[config.mk]
export PLATFORM = sky130hd
export DESIGN_NAME = trap_recovery_sequencer_flat
export DESIGN_NICKNAME = d
export VERILOG_FILES = /design/src/rtl/trap_recovery_sequencer_if.sv /design/src/rtl/trap_recovery_sequencer.sv /design/src/flat_wrapper.sv
export SDC_FILE = /design/constraint.sdc
export NUM_CORES = 1
export LEC_CHECK = 0
export ABC_CLOCK_PERIOD_IN_PS = 2750
export CAP_MARGIN = 20
export CORE_ASPECT_RATIO = 0.5
export CORE_MARGIN = 2
export CORE_UTILIZATION = 50
export DETAILED_ROUTE_END_ITERATION = 10
export GPL_TIMING_DRIVEN = 0
export PLACE_DENSITY = 0.91
export SLEW_MARGIN = 20
export SYNTH_ARGS = -nofsm -noshare
export SYNTH_HDL_FRONTEND = slang
export SYNTH_SLANG_ARGS = --single-unit
export TNS_END_PERCENT = 10
[constraint.sdc]
create_clock -name clk -period 2.75 [get_ports clk]
set_clock_uncertainty 0.2 [all_clocks]
set_input_delay 0.4125 -clock clk [delete_from_list [all_inputs] [get_ports clk]]
set_output_delay 0.4125 -clock clk [all_outputs]
set_load 0.1 [all_outputs]
[src/rtl/trap_recovery_sequencer_if.sv]
// rtl/trap_recovery_sequencer_if.sv - port bundle between exception handler, ROB/fetch and the recovery sequencer
interface trap_recovery_sequencer_if #(
  parameter int PTR_W = 4
);
  logic             recover;
  logic [PTR_W-1:0] recover_rob_ptr;
  logic [31:0]      trap_pc;
  logic [31:0]      exception_pc;
  logic [PTR_W-1:0] rob_tail;
  logic             rob_full;
  logic             redirect_ready;
  logic             rob_flush_valid;
  logic [PTR_W-1:0] rob_flush_idx;
  logic             pipe_flush;
  logic             busy;
  logic             redirect_valid;
  logic [31:0]      redirect_pc;
  logic [31:0]      epc;
  logic             recover_dropped;

  modport master (
    input  recover, recover_rob_ptr, trap_pc, exception_pc, rob_tail, rob_full, redirect_ready,
    output rob_flush_valid, rob_flush_idx, pipe_flush, busy, redirect_valid, redirect_pc, epc,
           recover_dropped
  );

  modport slave (
    output recover, recover_rob_ptr, trap_pc, exception_pc, rob_tail, rob_full, redirect_ready,
    input  rob_flush_valid, rob_flush_idx, pipe_flush, busy, redirect_valid, redirect_pc, epc,
           recover_dropped
  );
endinterface

[src/rtl/trap_recovery_sequencer.sv]
// rtl/trap_recovery_sequencer.sv - walks the ROB youngest-first on a trap, drains, then redirects fetch
// All outputs are registered; every flop is loaded from its _d computed in the single combinational block.
module trap_recovery_sequencer #(
  parameter int ROB_DEPTH    = 16,
  parameter int PTR_W        = 4,
  parameter int DRAIN_CYCLES = 2
) (
  input logic                       clk,
  input logic                       reset,
  trap_recovery_sequencer_if.master io
);
  localparam int DRAIN_W = (DRAIN_CYCLES > 1) ? $clog2(DRAIN_CYCLES) : 1;
  localparam logic [DRAIN_W-1:0] DRAIN_LOAD = (DRAIN_CYCLES > 0) ? DRAIN_W'(DRAIN_CYCLES - 1) : '0;

  typedef enum logic [1:0] {
    S_IDLE,
    S_FLUSH,
    S_DRAIN,
    S_REDIRECT
  } state_t;

  state_t           state_q, state_d;
  state_t           after_flush;
  logic             recover_q, recover_d;
  logic [PTR_W-1:0] walker_q, walker_d;
  logic [PTR_W:0]   cnt_q, cnt_d;
  logic [DRAIN_W-1:0] drain_q, drain_d;
  logic [31:0]      exc_q, exc_d;
  logic [31:0]      redirect_pc_q, redirect_pc_d;
  logic [31:0]      epc_q, epc_d;
  logic             flush_valid_q, flush_valid_d;
  logic [PTR_W-1:0] flush_idx_q, flush_idx_d;
  logic             busy_q, busy_d;
  logic             redirect_valid_q, redirect_valid_d;
  logic             dropped_q, dropped_d;
  logic             start;
  logic [PTR_W-1:0] span;
  logic [PTR_W:0]   start_cnt;

  always_comb begin
    after_flush      = (DRAIN_CYCLES != 0) ? S_DRAIN : S_REDIRECT;
    start            = io.recover & ~recover_q;
    span             = io.rob_tail - io.recover_rob_ptr;
    start_cnt        = {1'b0, span};
    // tail == ptr is either an empty span or the whole ROB; rob_full decides
    if (span == '0 && io.rob_full) begin
      start_cnt = (PTR_W+1)'(ROB_DEPTH);
    end

    state_d          = state_q;
    recover_d        = io.recover;
    walker_d         = walker_q;
    cnt_d            = cnt_q;
    drain_d          = drain_q;
    exc_d            = exc_q;
    redirect_pc_d    = redirect_pc_q;
    epc_d            = epc_q;
    dropped_d        = start && (state_q != S_IDLE);

    case (state_q)
      S_IDLE: begin
        if (start) begin
          walker_d      = io.rob_tail - PTR_W'(1);
          cnt_d         = start_cnt;
          redirect_pc_d = io.trap_pc;
          exc_d         = io.exception_pc;
          drain_d       = DRAIN_LOAD;
          state_d       = (start_cnt != '0) ? S_FLUSH : after_flush;
        end
      end
      S_FLUSH: begin
        walker_d = walker_q - PTR_W'(1);
        cnt_d    = cnt_q - (PTR_W+1)'(1);
        if (cnt_q == (PTR_W+1)'(1)) begin
          drain_d = DRAIN_LOAD;
          state_d = after_flush;
        end
      end
      S_DRAIN: begin
        if (drain_q == '0) begin
          state_d = S_REDIRECT;
        end else begin
          drain_d = drain_q - DRAIN_W'(1);
        end
      end
      S_REDIRECT: begin
        if (io.redirect_ready) begin
          epc_d   = exc_q;
          state_d = S_IDLE;
        end
      end
      default: state_d = S_IDLE;
    endcase

    // Moore outputs are computed from the next state so they register alongside it
    busy_d           = (state_d != S_IDLE);
    flush_valid_d    = (state_d == S_FLUSH);
    flush_idx_d      = (state_d == S_FLUSH) ? walker_d : '0;
    redirect_valid_d = (state_d == S_REDIRECT);
  end

  always_ff @(posedge clk or negedge reset) begin
    if (!reset) begin
      state_q          <= S_IDLE;
      recover_q        <= 1'b0;
      walker_q         <= '0;
      cnt_q            <= '0;
      drain_q          <= '0;
      exc_q            <= '0;
      redirect_pc_q    <= '0;
      epc_q            <= '0;
      flush_valid_q    <= 1'b0;
      flush_idx_q      <= '0;
      busy_q           <= 1'b0;
      redirect_valid_q <= 1'b0;
      dropped_q        <= 1'b0;
    end else begin
      state_q          <= state_d;
      recover_q        <= recover_d;
      walker_q         <= walker_d;
      cnt_q            <= cnt_d;
      drain_q          <= drain_d;
      exc_q            <= exc_d;
      redirect_pc_q    <= redirect_pc_d;
      epc_q            <= epc_d;
      flush_valid_q    <= flush_valid_d;
      flush_idx_q      <= flush_idx_d;
      busy_q           <= busy_d;
      redirect_valid_q <= redirect_valid_d;
      dropped_q        <= dropped_d;
    end
  end

  assign io.rob_flush_valid = flush_valid_q;
  assign io.rob_flush_idx   = flush_idx_q;
  assign io.pipe_flush      = busy_q;
  assign io.busy            = busy_q;
  assign io.redirect_valid  = redirect_valid_q;
  assign io.redirect_pc     = redirect_pc_q;
  assign io.epc             = epc_q;
  assign io.recover_dropped = dropped_q;
endmodule

[src/flat_wrapper.sv]
// flat-port wrapper written by rule: the top's interface ports become plain ports
module trap_recovery_sequencer_flat 
#(
  parameter int ROB_DEPTH    = 16,
  parameter int PTR_W        = 4,
  parameter int DRAIN_CYCLES = 2
)
  (clk, reset, io_recover, io_recover_rob_ptr, io_trap_pc, io_exception_pc, io_rob_tail, io_rob_full, io_redirect_ready, io_rob_flush_valid, io_rob_flush_idx, io_pipe_flush, io_busy, io_redirect_valid, io_redirect_pc, io_epc, io_recover_dropped);
  trap_recovery_sequencer_if #(.PTR_W(PTR_W)) io_i ();
  input logic clk;
  input logic reset;
  input wire logic [$bits(io_i.recover)-1:0] io_recover;
  input wire logic [$bits(io_i.recover_rob_ptr)-1:0] io_recover_rob_ptr;
  input wire logic [$bits(io_i.trap_pc)-1:0] io_trap_pc;
  input wire logic [$bits(io_i.exception_pc)-1:0] io_exception_pc;
  input wire logic [$bits(io_i.rob_tail)-1:0] io_rob_tail;
  input wire logic [$bits(io_i.rob_full)-1:0] io_rob_full;
  input wire logic [$bits(io_i.redirect_ready)-1:0] io_redirect_ready;
  output wire logic [$bits(io_i.rob_flush_valid)-1:0] io_rob_flush_valid;
  output wire logic [$bits(io_i.rob_flush_idx)-1:0] io_rob_flush_idx;
  output wire logic [$bits(io_i.pipe_flush)-1:0] io_pipe_flush;
  output wire logic [$bits(io_i.busy)-1:0] io_busy;
  output wire logic [$bits(io_i.redirect_valid)-1:0] io_redirect_valid;
  output wire logic [$bits(io_i.redirect_pc)-1:0] io_redirect_pc;
  output wire logic [$bits(io_i.epc)-1:0] io_epc;
  output wire logic [$bits(io_i.recover_dropped)-1:0] io_recover_dropped;
  assign io_i.recover = io_recover;
  assign io_i.recover_rob_ptr = io_recover_rob_ptr;
  assign io_i.trap_pc = io_trap_pc;
  assign io_i.exception_pc = io_exception_pc;
  assign io_i.rob_tail = io_rob_tail;
  assign io_i.rob_full = io_rob_full;
  assign io_i.redirect_ready = io_redirect_ready;
  assign io_rob_flush_valid = io_i.rob_flush_valid;
  assign io_rob_flush_idx = io_i.rob_flush_idx;
  assign io_pipe_flush = io_i.pipe_flush;
  assign io_busy = io_i.busy;
  assign io_redirect_valid = io_i.redirect_valid;
  assign io_redirect_pc = io_i.redirect_pc;
  assign io_epc = io_i.epc;
  assign io_recover_dropped = io_i.recover_dropped;
  trap_recovery_sequencer #(.ROB_DEPTH(ROB_DEPTH), .PTR_W(PTR_W), .DRAIN_CYCLES(DRAIN_CYCLES)) u_core (.clk(clk), .reset(reset), .io(io_i));
endmodule
# After elaboration in Yosys (flattened, before gate mapping)
# Index checks and enable logic that the tools add are counted.
# word_totals
regBits	117
latch_bits	0
ramBits	0
mem_bits_ro	0
elab_cells	57
mem_count	0
# op_classes
addsub	5
mul	0
div_mod_pow	0
magnitude_cmp	0
n_eq_ne	8
n_shift	0
mux	16
bitwise_logic	2
reduce_logical	13
# op_table
operator	n
$mux W2	5
$mux W5	2
$pmux W5 S2	1
$mux W4	2
$pmux W2 S4	1
$pmux W4 S2	1
$sub A4 B1 Y4 const B	2
$eq A2 B2 Y1 const B	3
$reduce_and A2 Y1	3
$reduce_bool A2 Y1	3
$eq A5 B1 Y1 const B	1
$reduce_bool A5 Y1	1
$sub A5 B1 Y5 const B	1
$eq A2 B1 Y1 const B	2
$logic_not A4 Y1	1
$ne A2 B1 Y1 const B	2
$sub A4 B4 Y4	1
$mux W1	3
$pmux W1 S3	1
$reduce_and A3 Y1	1
$reduce_bool A3 Y1	1
$logic_and A1 B1 Y1	2
$logic_not A2 Y1	1
$and A1 B1 Y1	1
other kinds (2)	2

# Logic depth before layout (Yosys ltp)
# depth
ltp_word	10
depth_mapped	8
mapped_depth_nobuf	8

# Worst setup path after synthesis
# OpenSTA, ideal clock, no wires.
# synth_path
path_kind	input to register
startpoint	in io_rob_tail[0]
endpoint	reg u_core.flush_idx_q[0], in the netlist u_core.io.rob_flush_idx[0]
setup_time_ps	154
arrival_ps	2022
path_slack_ps	374
stages	8
n_path_buf	0
path_cell_list	inv_1 ha_1 inv_1 fa_1 xnor2_1 nand3_1 nor4bb_1 nor3b_1
# synth_between
elab_chain_cells	10
elab_cells_between_ends	13
# synth_lines
item	line_no	text
from (decl)	flat_wrapper.sv:16	input wire logic [$bits(io_i.rob_tail)-1:0] io_rob_tail;
$sub A4 B4 Y4	trap_recovery_sequencer.sv:43	span = io.rob_tail - io.recover_rob_ptr;
$logic_not A4 Y1	trap_recovery_sequencer.sv:46	if (span == '0 && io.rob_full) begin
$logic_and A1 B1 Y1	trap_recovery_sequencer.sv:46	
$mux W5	trap_recovery_sequencer.sv:46	
$reduce_bool A5 Y1	trap_recovery_sequencer.sv:68	state_d = (start_cnt != '0) ? S_FLUSH : after_flush;
$mux W2	trap_recovery_sequencer.sv:68	
$mux W2	trap_recovery_sequencer.sv:62	if (start) begin
$pmux W2 S4	trap_recovery_sequencer.sv:60	case (state_q)
$eq A2 B1 Y1	trap_recovery_sequencer.sv:98	flush_idx_d = (state_d == S_FLUSH) ? walker_d : '0;
$mux W4 *	trap_recovery_sequencer.sv:98	
named net u_core.flush_idx_d[0]	trap_recovery_sequencer.sv:32	logic [PTR_W-1:0] flush_idx_q, flush_idx_d;
to (signal assigned)	trap_recovery_sequencer.sv:127	flush_idx_q <= flush_idx_d;
to (decl)	trap_recovery_sequencer.sv:32	
# The timed path passes the listed nets; every way through them passes the cells marked *.
# A chain may end at the register's enable or synchronous reset.

# Worst setup path after layout
# layout_path
startpoint	reg u_core.busy_q, in the netlist u_core.io.busy
endpoint	out io_pipe_flush
# layout_rtl
item	line_no	text
from (decl)	trap_recovery_sequencer.sv:33	logic busy_q, busy_d;
from (signal assigned)	trap_recovery_sequencer.sv:128	busy_q <= busy_d;
to (decl)	flat_wrapper.sv:21	output wire logic [$bits(io_i.pipe_flush)-1:0] io_pipe_flush;
# No word-level cell between the ends.

==> impl_results.md <==
- Max-cap violations: 0
- PortBufs: about 150
- Row count: 25
- RSZ-0062 raised after global routing: no
- Crit-path slowest cell: clkdlybuf4s50_1
- Num CTS Buffers: 17
- Reg2reg end: u_core.exc_q[16]
- Setup violators final: 0
- ANT nets after route: 0
- First-pass GRT wire length: 18310 um
- Initial DRC count: ~230
- Max Root-Sink Buffers: 2
- Final period utilization: approximately 95%
- CP peak stage delay: 1120 ps
- Yosys reg bits: 117
- CTS tree: done
- Crit path arrival time: approximately 2000 ps
- Post-CTS Setup Inserts: 0
- Critical path capture point: io_pipe_flush
- R2r worst-path depth: 5
- Post-Syn Nets: around 410
- Final HPWL DP: 7622 um
- Max Freq: about 0.38 GHz
- Critical path class: flop to output pin
- Top cell type's share of synthesized area: between 60% and 70%
- CP delay by family, top: buffers and inverters
- Antenna violations before repair: 0
- Cell Area, Placed: 6440 um^2
- Slew @ Worst Pin: 1016 ps
- Boundary Pins: 150
- Post-layout nets: between 500 and 600
- Die area: ~10000 um^2
- H-tree Lvls: 4
- Tot GR Track Use: 23.45%
- CP Launch Type: flop
- Drt pass-1 iters: 5
- Reg2Reg Setup Slack: around 470 ps
- Layout area overhead: 47.65%
- Number of cells on the critical path: 2
- Fin Hold WS: between 200 and 300 ps
- Worst path bufs/invs: 2
- Synth Flop Type: dfrtp_1
- Crit path max fanout: 2
- Drt drc: 0
- Syn Inst Count: about 330
- Crit. End Element: output pin
- Routed length per instance: between 15 and 20 um
- Worst slack, placed: -466.3 ps
- Clk sink count: around 120
- Distinct cells, synth: 43
- Worst Setup SP: u_core.io.busy
- Die Span Y: roughly 73 um
- Share of cells above drive strength 1: between 20 and 30%
- Largest net degree at the start of global routing: slightly above 70
- Final wirelength: 11440 um
- Clock latency on the worst-skew pair: 410 ps
- Synth warnings: 0
- Period minus WS final: roughly 2600 ps
- Top cell types by occurrence after synthesis: dfrtp_1, mux2_2, inv_1, buf_2, nand2_1
- Area leader, netlist: dfrtp_1
- Layout fillers: 550
- Vias in the first global route: about 3600
- Slew HR: around 32%
- Remaining Overflow, GRT: 0
- Die width: between 100 and 150 um
- Final Hold Viols: 0
- Clk pin slew, worst setup/hold paths: approximately 50 ps
- Worst R2R Start: u_core.state_q[1]
- Mapped Area: 4768 um^2
- Hold crit path type: flop to flop
- Crit path required time: roughly 2100 ps
- Initial Util: about half
- Fin Setup TNS: 0 ps
- Final max-slew violation count: 0
- Final instance area: 7041 um^2
- GP Congestion: 0.8134
- Critical Path, Cell by Cell: buf_4 > clkdlybuf4s50_1
- Sequential element share of the synthesized area: 61.40%
- ANT cells: 0
- Top-count cell post-synth: dfrtp_1
- Largest cells by area after synthesis: dfrtp_1, mux2_2, ha_1
- Post-synth ARST share: 100.0%
- Placeable Area: a little over 9000 um^2
- Final worst slack: about 130 ps
- Via count: ~3300
- Via/cell ratio: about 5.3
- EDFF count, synth: 0
- Clk root buf: clkbuf_16
- Status: finished clean
- Syn avg cell area: 14.54 um^2
==> worst min path at each step <==
stage | from | endpoint | slack, ps | cells after the start
floorplan | reset | u_core.cnt_q[0] | -80 | 0
global placement | u_core.exc_q[30] | u_core.io.epc[30] | 280 | 1
detailed placement | reset | u_core.io.redirect_pc[10] | 170 | 1
CTS | u_core.exc_q[26] | u_core.exc_q[26] | 300 | 1
global route | u_core.exc_q[1] | u_core.exc_q[1] | 320 | 1
finish | u_core.exc_q[26] | u_core.exc_q[26] | 300 | 1
==> timing repair <==
action,in CTS,in global routing
endpoints found under the hold margin,46,0
resized for setup,1,0
setup endpoints to repair,4,0
hold buffers,1,0
==> final cells by class <==
| cell class | count | area (um^2) | area share (%) |
|---|---|---|---|
| clock buffers | 17 | 425.4 | 6.042 |
| repair buffers | 151 | 1530 | 21.73 |
| inverters | 15 | 56.30 | 0.7997 |
| well taps | 121 | 151.4 | 2.150 |
| clock inverters | 15 | 158.9 | 2.257 |
| multi-input cells | 180 | 1704 | 24.20 |
| plain buffers | 16 | 86.33 | 1.226 |
| flip-flops and latches | 117 | 2928 | 41.59 |
==> through the flow <==
stage	instances	util [%]
after global routing	632	75.28
after detailed placement	599	68.86
after floorplan	328	-
after CTS	632	75.28
after global placement	598	68.55
final	632	75.28
==> flip-flops by register name, indices dropped and copies added (netlist names) <==
name	flops
u_core.drain_q	1
u_core.io.rob_flush_idx	4
u_core.io.recover_dropped	1
u_core.exc_q	32
u_core.io.busy	1
u_core.io.redirect_pc	32
u_core.walker_q	4
u_core.state_q	2
u_core.recover_q	1
u_core.io.redirect_valid	1
u_core.io.epc	32
u_core.cnt_q	5
u_core.io.rob_flush_valid	1
==> cells by family after synthesis <==
logic type | count (synthesis) | share of synthesized area [%]
flops | 117 | 61.40
mux | 98 | 23.09
simple gates | 42 | 5.484
buf+inv | 31 | 2.991
compound gates | 28 | 4.041
fa+ha+maj | 8 | 2.257
xor+xnor | 4 | 0.7348
==> per-layer routing <==
| metal | vias to the layer above | GRT usage (%) | wire length (um) |
|---|---|---|---|
| met5 | - | 0 | 0 |
| met4 | 0 | 10.33 | 307 |
| met3 | 28 | 7.415 | 583 |
| met2 | 113 | 40.47 | 5927 |
| met1 | 1666 | 27.54 | 4623 |
| li1 | 1519 | - | - |
==> cells in the final DEF, fill, tap and decap left out, types with 2 or more instances in the layout <==
cell type / instances
nor3b_1: 4
nor2b_1: 2
a22oi_1: 3
o21ai_0: 2
mux2_2: 96
nor3_1: 5
nand3_1: 3
buf_2: 9
o21ai_1: 2
mux2i_1: 2
nand2b_1: 3
buf_1: 2
buf_4: 4
clkdlybuf4s50_1: 148
a31oi_1: 2
a21oi_1: 7
dfrtp_1: 117
clkinv_2: 3
ha_1: 7
inv_1: 15
nor2_1: 6
nand3b_1: 2
bufinv_16: 2
clkbuf_16: 17
nand2_1: 8
xnor2_1: 2
o22a_1: 4
xor2_1: 2
clkinvlp_4: 3
clkinv_4: 6
Power is not shown: default switching activity piles up to over one toggle a cycle in this logic, so the estimate is an artifact.
